==> config.mk <==
export PLATFORM = sky130hd
export DESIGN_NAME = bitcount_unit
export DESIGN_NICKNAME = d
export VERILOG_FILES = /design/src/rtl/bitcount_unit.sv
export SDC_FILE = /design/constraint.sdc
export NUM_CORES = 1
export LEC_CHECK = 0
export ABC_CLOCK_PERIOD_IN_PS = 6100
export CORE_UTILIZATION = 55
export DETAILED_ROUTE_END_ITERATION = 8
export HOLD_SLACK_MARGIN = 0.02
export PLACE_DENSITY = 0.77
export SLEW_MARGIN = 10
export SYNTH_ARGS = -nofsm -noshare
export SYNTH_HDL_FRONTEND = slang
export SYNTH_SLANG_ARGS = --single-unit
==> constraint.sdc <==
create_clock -name clk -period 6.1 [get_ports clk]
set_input_delay 1.525 -clock clk [delete_from_list [all_inputs] [get_ports clk]]
set_output_delay 1.525 -clock clk [all_outputs]
set_load 0.02 [all_outputs]
==> src/rtl/bitcount_unit.sv <==
// Multi-cycle CTZ / CLZ / CPOP unit scanning CHUNK bits of a WIDTH-bit operand per clock.
// Optional build macro BITCOUNT_EARLY_EXIT_EN lets CTZ/CLZ finish at the first chunk holding a set bit.
module bitcount_unit #(
  parameter int WIDTH = 32,
  parameter int CHUNK = 8,
  localparam int RW = $clog2(WIDTH) + 1
) (
  input  logic             clk,
  input  logic             rst,
  input  logic             in_valid,
  output logic             in_ready,
  input  logic [1:0]       op,
  input  logic [WIDTH-1:0] operand,
  input  logic             abort,
  output logic             out_valid,
  input  logic             out_ready,
  output logic [RW-1:0]    result,
  output logic             busy,
  output logic [1:0]       dbg_state
);

  localparam int N  = WIDTH / CHUNK;
  localparam int NW = $clog2(N) + 1;
  localparam int CW = $clog2(CHUNK) + 1;

`ifdef BITCOUNT_EARLY_EXIT_EN
  localparam bit EARLY = 1'b1;
`else
  localparam bit EARLY = 1'b0;
`endif

  localparam logic [1:0] OP_CTZ  = 2'b00;
  localparam logic [1:0] OP_CLZ  = 2'b01;
  localparam logic [1:0] OP_CPOP = 2'b10;

  typedef enum logic [1:0] {
    IDLE = 2'b00,
    BUSY = 2'b01,
    DONE = 2'b10
  } state_t;

  state_t           state_q, state_d;
  logic [WIDTH-1:0] opnd_q, opnd_d;
  logic [1:0]       op_q, op_d;
  logic [NW-1:0]    cnt_q, cnt_d;
  logic [RW-1:0]    acc_q, acc_d;
  logic             found_q, found_d;
  logic [RW-1:0]    result_q, result_d;

  logic [NW-1:0]    idx;
  logic [CHUNK-1:0] chunk;
  logic [CW-1:0]    tz, lz, pop;
  logic             hit, scan, last, done_now;
  logic [RW-1:0]    acc_step;

  // Handshakes: a request transfers on a cycle with in_valid && in_ready; a result
  // transfers on a cycle with out_valid && out_ready. Both sides hold until transfer.
  assign in_ready  = (state_q == IDLE);
  assign out_valid = (state_q == DONE);
  assign busy      = (state_q != IDLE);
  assign result    = result_q;
  assign dbg_state = state_q;

  // CLZ walks chunks from the top; CTZ and CPOP walk from the bottom.
  always_comb begin
    idx = (op_q == OP_CLZ) ? (NW'(N - 1) - cnt_q) : cnt_q;
    chunk = '0;
    for (int c = 0; c < N; c++) begin
      if (idx == NW'(c)) chunk = opnd_q[c*CHUNK +: CHUNK];
    end
  end

  // In-chunk counts; an all-zero chunk yields CHUNK for both tz and lz.
  always_comb begin
    tz  = CW'(CHUNK);
    lz  = CW'(CHUNK);
    pop = '0;
    for (int i = CHUNK - 1; i >= 0; i--) begin
      if (chunk[i]) tz = CW'(i);
    end
    for (int i = 0; i < CHUNK; i++) begin
      if (chunk[i]) lz = CW'(CHUNK - 1 - i);
      pop = pop + CW'(chunk[i]);
    end
  end

  always_comb begin
    hit  = |chunk;
    scan = (op_q == OP_CTZ) || (op_q == OP_CLZ);
    last = (cnt_q == NW'(N - 1));
    done_now = last || (EARLY && scan && hit);
    acc_step = acc_q;
    case (op_q)
      OP_CTZ:  if (!found_q) acc_step = acc_q + RW'(tz);
      OP_CLZ:  if (!found_q) acc_step = acc_q + RW'(lz);
      OP_CPOP: acc_step = acc_q + RW'(pop);
      default: acc_step = acc_q;
    endcase
  end

  always_comb begin
    state_d  = state_q;
    opnd_d   = opnd_q;
    op_d     = op_q;
    cnt_d    = cnt_q;
    acc_d    = acc_q;
    found_d  = found_q;
    result_d = result_q;
    case (state_q)
      IDLE: begin
        if (in_valid) begin
          state_d = BUSY;
          opnd_d  = operand;
          op_d    = op;
          cnt_d   = '0;
          acc_d   = '0;
          found_d = 1'b0;
        end
      end
      BUSY: begin
        if (abort) begin
          state_d = IDLE;
        end else begin
          acc_d   = acc_step;
          found_d = found_q | (scan & hit);
          cnt_d   = cnt_q + NW'(1);
          if (done_now) begin
            state_d  = DONE;
            result_d = (op_q == 2'b11) ? '0 : acc_step;
          end
        end
      end
      DONE: begin
        if (abort || out_ready) state_d = IDLE;
      end
      default: state_d = IDLE;
    endcase
  end

  always_ff @(posedge clk or negedge rst) begin
    if (!rst) begin
      state_q  <= IDLE;
      opnd_q   <= '0;
      op_q     <= '0;
      cnt_q    <= '0;
      acc_q    <= '0;
      found_q  <= 1'b0;
      result_q <= '0;
    end else begin
      state_q  <= state_d;
      opnd_q   <= opnd_d;
      op_q     <= op_d;
      cnt_q    <= cnt_d;
      acc_q    <= acc_d;
      found_q  <= found_d;
      result_q <= result_d;
    end
  end

endmodule

==> impl_metrics.tcl, run 1 <==
set metrics [dict create \
    drc_errors 0 \
    slew_headroom_pct 56.2 \
    tritoncts "built" \
    die_y_um 81.9 \
    crit_arrival_ns 5.59 \
    yosysWarnings 0 \
    final_nets 518 \
    syn_avg_cell_area_sq_um 8.38 \
    path_max_fanout 18 \
    ys.flop_type "dfrtp_1" \
    wirelength_um 8060 \
    cpPeakStageDelay_ns 0.68 \
    setup_tns_ns 0 \
    outcome "finished, final reports clean" \
    fp.dieW_um 81.9 \
    place_inst 525 \
    critPathSlowestCell "dfrtp_1" \
    rsz0062_at_grt "false" \
    max_freq_mhz 185 \
    peakVddDrop_mv 0.469 \
    antenna_left 0 \
    cts_buffer_depth 2 \
    hold_viol 0 \
    initial_core_util_pct 58.3 \
    p_leak_uw 0.00193 \
    fin_crit_ns 5.39 \
    synthArstFlopShare_pct 100 \
    required_ns 6.30 \
    clock-sinks 52 \
    synth.area.top_cells "dfrtp_1 (37%), nand2_1 (13%), ha_1 (5.7%), fa_1 (3.4%), a21oi_1 (3.3%)" \
    ys_seq_area_share_pct 37.1 \
    synth_top_area_cell "dfrtp_1" \
    grt_antenna_before_repair 0 \
    postCtsHoldBufs 0 \
    worstSkewPairLatency_ns 0.31 \
    cpMostUsedCell "fa_1" \
    placed_cell_area_sq_um 4010 \
    num_antenna_cells 0 \
    slew_violations 0 \
    min_period_over_period_pct 88.4 \
    synth_edf_count 0 \
    wl_per_cell_um 15.1 \
    skew_ns 0.0114 \
    fin_ws_ns 0.708 \
    viasPerCell 5.72 \
    finish.instance_area_sq_um 4090 \
    hold_class "reg -> reg" \
    fillers 522 \
    io_buffer_count 49 \
    vias 3051 \
    synthToLayoutAreaGrowth_pct 16.6 \
    drt-pass1-iter-count 4 \
    syn_area_sq_um 3510 \
    cap_viol_max_count 0 \
    postCtsSetupRepairBufs 0 \
    power_uw 2600 \
    gp_congestion 0.897 \
    pre_cts_slack_ns 0.762 \
    worst_slew_pin_slew_ns 0.657 \
    track_usage_pct 25.9 \
    grt_pass1_wl_um 13300 \
    cp_num_buf_inv 0 \
    drive_gt1_share_pct 5.68 \
    grt_max_degree 53 \
    crit_chain "nand2b_1 -> mux2_2 -> nor2_4 -> a2bb2oi_1 -> o21ai_2 -> ha_1 -> xnor2_1 -> fa_1 -> fa_1 -> fa_1 -> a21o_1 -> a21oi_1 -> xnor2_1 -> nand2_1 -> a21oi_1 -> a311o_1 -> mux2_2" \
    synthCells 419 \
    startpoint_type "flop" \
    ys_seq_elements 52 \
    syn-num-nets 480 \
    cts_max_level 2 \
    setup_violations 0 \
    cpLargestDelayFamily "adder cells" \
    synth_cell_types 56 \
    cts_resized 0 \
    drt-initial-drc-count 176 \
    crit_type "reg -> reg" \
    synth_top_area_share_pct 37.1 \
    fin_cells 533 \
    core_area_sq_um 6030 \
    p_per_area_nw_per_um2 635 \
    grt_pass1_vias 2817 \
    endpoint_kind "flop" \
    synth_commonest_cells "nand2_1 (119), dfrtp_1 (52), a21oi_1 (23)" \
    overflow 0 \
    post-dp-hpwl_um 6020 \
    synth_most_common_cell "nand2_1" \
    path_clk_slew_ns 0.10 \
    cts_root_buf "clkbuf_8" \
    cts_made_buffers 5 \
    ios 50 \
    die_area_sq_um 6710 \
    core.rowCount 28 \
]
-- through the flow --
step | util [%] | hold slack [ns]
after detailed placement | 66.5 | 0.462
after global placement | 66.5 | 0.457
after CTS | 67.9 | 0.490
after global routing | 67.9 | 0.520
after floorplan | - | 0.438
final | 67.9 | 0.488
-- where the power goes --
part           internal (uW)  switching [uW]
combinational            789             996
sequential               464             152
clock                   82.4             116
-- worst reg2reg max path: cells and delay by family, from the launching register on --
| kind | cells | cell delay (ns) |
|---|---|---|
| and+or+nand+nor | 3 | 0.67 |
| adders and majority gates | 4 | 1.82 |
| xor gates and xnor gates | 2 | 0.24 |
| muxes | 2 | 0.71 |
| DFF | 1 | 0.68 |
| AOI/OAI and AO/OA | 6 | 1.18 |
-- worst paths after layout --
path | from | endpoint | slack, ns | cells after the start
worst min-delay path | result[1] | result[1] | 0.49 | 2
worst max register to register | op_q[1] | result[3] | 0.71 | 17
worst max-delay path | op_q[1] | result[3] | 0.71 | 17
worst min register to register | result[1] | result[1] | 0.49 | 2
max in group asynchronous | rst | op_q[0] | 4.33 | 2
min in group asynchronous | rst | cnt_q[1] | 1.33 | 2
-- cell type report --
cell class	count	area, sq um	area share [%]
clock buffer	7	76.3	1.86
clock inverter	1	8.76	0.214
inverter	17	63.8	1.56
multi-input combinational	328	2030	49.7
sequential	52	1300	31.8
tap	75	93.8	2.29
timing repair buffer	53	515	12.6
-- cells in the final DEF (no fill, tap or decap), types with 13 or more instances in the layout --
| master | netlist | final |
|---|---|---|
| o21ai_0 | 13 | 13 |
| nor2_1 | 22 | 22 |
| ha_1 | 16 | 16 |
| dfrtp_1 | 52 | 52 |
| nand2b_1 | 14 | 14 |
| inv_1 | 16 | 16 |
| nand2_1 | 119 | 119 |
| clkdlybuf4s50_1 | 0 | 48 |
| a21oi_1 | 23 | 23 |
-- cells by family (layout without fill, tap and decap cells) --
group | Yosys count | after routing | synth area share, %
XOR/XNOR | 11 | 11 | 2.74
AND/OR/NAND/NOR | 198 | 198 | 25.8
AO/OA/AOI/OAI | 89 | 89 | 17.7
adder cells (fa/ha/maj) | 22 | 22 | 9.12
flip-flops | 52 | 52 | 37.1
buffers and inverters | 39 | 78 | 4.99
multiplexers | 8 | 8 | 2.53
-- layer usage --
layer,wire length [um],share of wire (%),GRT usage [%]
met1,3720,46,35.8
met2,3930,49,42.1
met3,297,3.7,3.33
met4,109,1.4,8.42
met5,0,0,0
-- flip-flops by register name, indices dropped and copies added, names as in the netlist --
register and count:
cnt_q 3, found_q 1, result 6, op_q 2, opnd_q 32, acc_q 6
dbg_state 2
(Power assumes the default switching activity.)
==> inputs of run 2 (changes only) <==
CORE_ASPECT_RATIO = 0.5   (was default)
HOLD_SLACK_MARGIN = default   (was 0.02)
==> run 2 against run 1 <==
Die area increased by 0.29%. Sequential power increased by 1%. Via count shrank 0.75%. Clock-buffer cell count shrank 1. Clock power grew 64%. Setup slack worse by 0.054 ns. Sequential share of layout area down 0.64 points. Critical endpoint unchanged. Highest routed layer unchanged.
==> impl_metrics.tcl, run 2 (same netlist as run 1, synthesis figures left out) <==
set metrics [dict create \
    worstReg2RegStart "op_q[1]" \
    cpLargestDelayFamily "adder cells" \
    cts_made_buffers 5 \
    num_antenna_cells 0 \
    gp_congestion 0.976 \
    cts_resized 0 \
    p_leak_uw 0.00196 \
    skew_ns 0.0113 \
    startpoint_type "flop" \
    die_y_um 58.5 \
    hp-start "opnd_q[19]" \
    place_inst 536 \
    fin_cells 544 \
    hold_viol 0 \
    synthToLayoutAreaGrowth_pct 19.0 \
    crit_arrival_ns 5.62 \
    grt_use_met3_pct 4.74 \
    largest_reg_flops 32 \
    hold_class "reg -> reg" \
    cpPeakStageDelay_ns 0.68 \
    min_period_over_period_pct 89.3 \
    cts_buffer_depth 2 \
    clock-sinks 52 \
    grt_max_degree 53 \
    reg2reg_depth 17 \
    outcome "finished, final reports clean" \
    setup_tns_ns 0 \
    fp.dieW_um 115 \
    drive_gt1_share_pct 5.48 \
    core.rowCount 20 \
    endpoint_kind "flop" \
    max_freq_mhz 184 \
    slew_headroom_pct 28.4 \
    grt_pass1_vias 2838 \
    peakVddDrop_mv 0.451 \
    cpMostUsedCell "fa_1" \
    rsz0062_at_grt "false" \
    setup_violations 0 \
    drc_errors 0 \
    final_cell_mix "nand2_1 (119), dfrtp_1 (52), clkdlybuf4s50_1 (48), a21oi_1 (23), nor2_1 (22)" \
    ios 50 \
    cts_root_buf "clkbuf_16" \
    grtUsageMet1_pct 39.2 \
    drt-initial-drc-count 212 \
    required_ns 6.28 \
    grt_most_used_layer "met2" \
    vias 3028 \
    fin_crit_ns 5.45 \
    die_area_sq_um 6730 \
    cap_viol_max_count 0 \
    regMostFlops "opnd_q" \
    critical_path_depth 17 \
    cts_max_level 2 \
    grt_pass1_wl_um 13900 \
    wirelength_um 8330 \
    grtUsageMet2_pct 42.8 \
    track_usage_pct 26.9 \
    tritoncts "built" \
    path_clk_slew_ns 0.07 \
    core_area_sq_um 6110 \
    p_per_area_nw_per_um2 662 \
    postCtsHoldBufs 0 \
    worstSkewPairLatency_ns 0.30 \
    holdPathStages 2 \
    io_buffer_count 49 \
    slew_violations 0 \
    postCtsSetupRepairBufs 0 \
    cp_num_buf_inv 0 \
    post-dp-hpwl_um 6140 \
    overflow 0 \
    antenna_left 0 \
    worst_slew_pin_slew_ns 1.07 \
    crit_chain "nand2b_1 -> mux2_2 -> nor2_4 -> a2bb2oi_1 -> o21ai_2 -> ha_1 -> xnor2_1 -> fa_1 -> fa_1 -> fa_1 -> a21o_1 -> a21oi_1 -> xnor2_1 -> nand2_1 -> a21oi_1 -> a311o_1 -> mux2_2" \
    grt_antenna_before_repair 0 \
    final_util_pct 68.4 \
    drt-pass1-iter-count 4 \
    critPathSlowestCell "dfrtp_1" \
    path_max_fanout 18 \
    layout_commonest_cell "nand2_1" \
    wl_per_cell_um 15.3 \
    crit_type "reg -> reg" \
    critPathLaunch "op_q[1]" \
    final_nets 516 \
    initial_core_util_pct 57.5 \
    viasPerCell 5.57 \
]
[run 2: final timing paths]
kind                                    to  slack [ns]
worst max-delay path             result[3]        0.65
worst min-delay path            opnd_q[19]        0.48
worst max register to register   result[3]        0.65
worst min register to register  opnd_q[19]        0.48
max in group asynchronous       opnd_q[18]        4.30
min in group asynchronous         acc_q[4]        1.34
[run 2: per-stage QoR]
stage                     setup slack, ns  total power [uW]  instance area, sq um  hold WS (ns)
after global placement              0.887              2340                  4010         0.458
after detailed placement            0.685              2430                  4010         0.459
after global routing                0.359              3010                  4180         0.502
after CTS                           0.685              2760                  4180         0.476
final                               0.654              2770                  4180         0.476
after floorplan                      1.47              1980                  3510         0.438
[run 2: layout make-up]
class | instances | area (sq um)
Clock buffer | 6 | 129
Clock inverter | 2 | 38.8
Fill cell | 525 | 1930
Inverter | 17 | 63.8
Multi-Input combinational cell | 328 | 2030
Sequential cell | 52 | 1300
Tap cell | 88 | 110
Timing Repair Buffer | 51 | 500
[run 2: where the power goes]
part	total, uW	internal [uW]	switching, uW	leakage [uW]
sequential	622	465	158	0.000660
clock	324	195	129	0.0000815
combinational	1820	795	1030	0.00122
total	2770	1460	1310	0.00196
[run 2: tightest hold or removal path, cell delays in order (launching register included)]
cell,delay [ns]
dfrtp_1,0.34
nand2_1,0.05
nand2_1,0.06
[run 2: layer usage]
layer,part of all wire (%),vias to the layer above
met4,0.68,0
met5,0,-
met1,49,1441
met2,45,78
met3,5.2,8
li1,-,1501
==> inputs of run 3 (changes only) <==
CORE_MARGIN = 1   (was default)
==> results of run 3 <==
The final DEF is identical to that of run 2; final timing and power are the same.
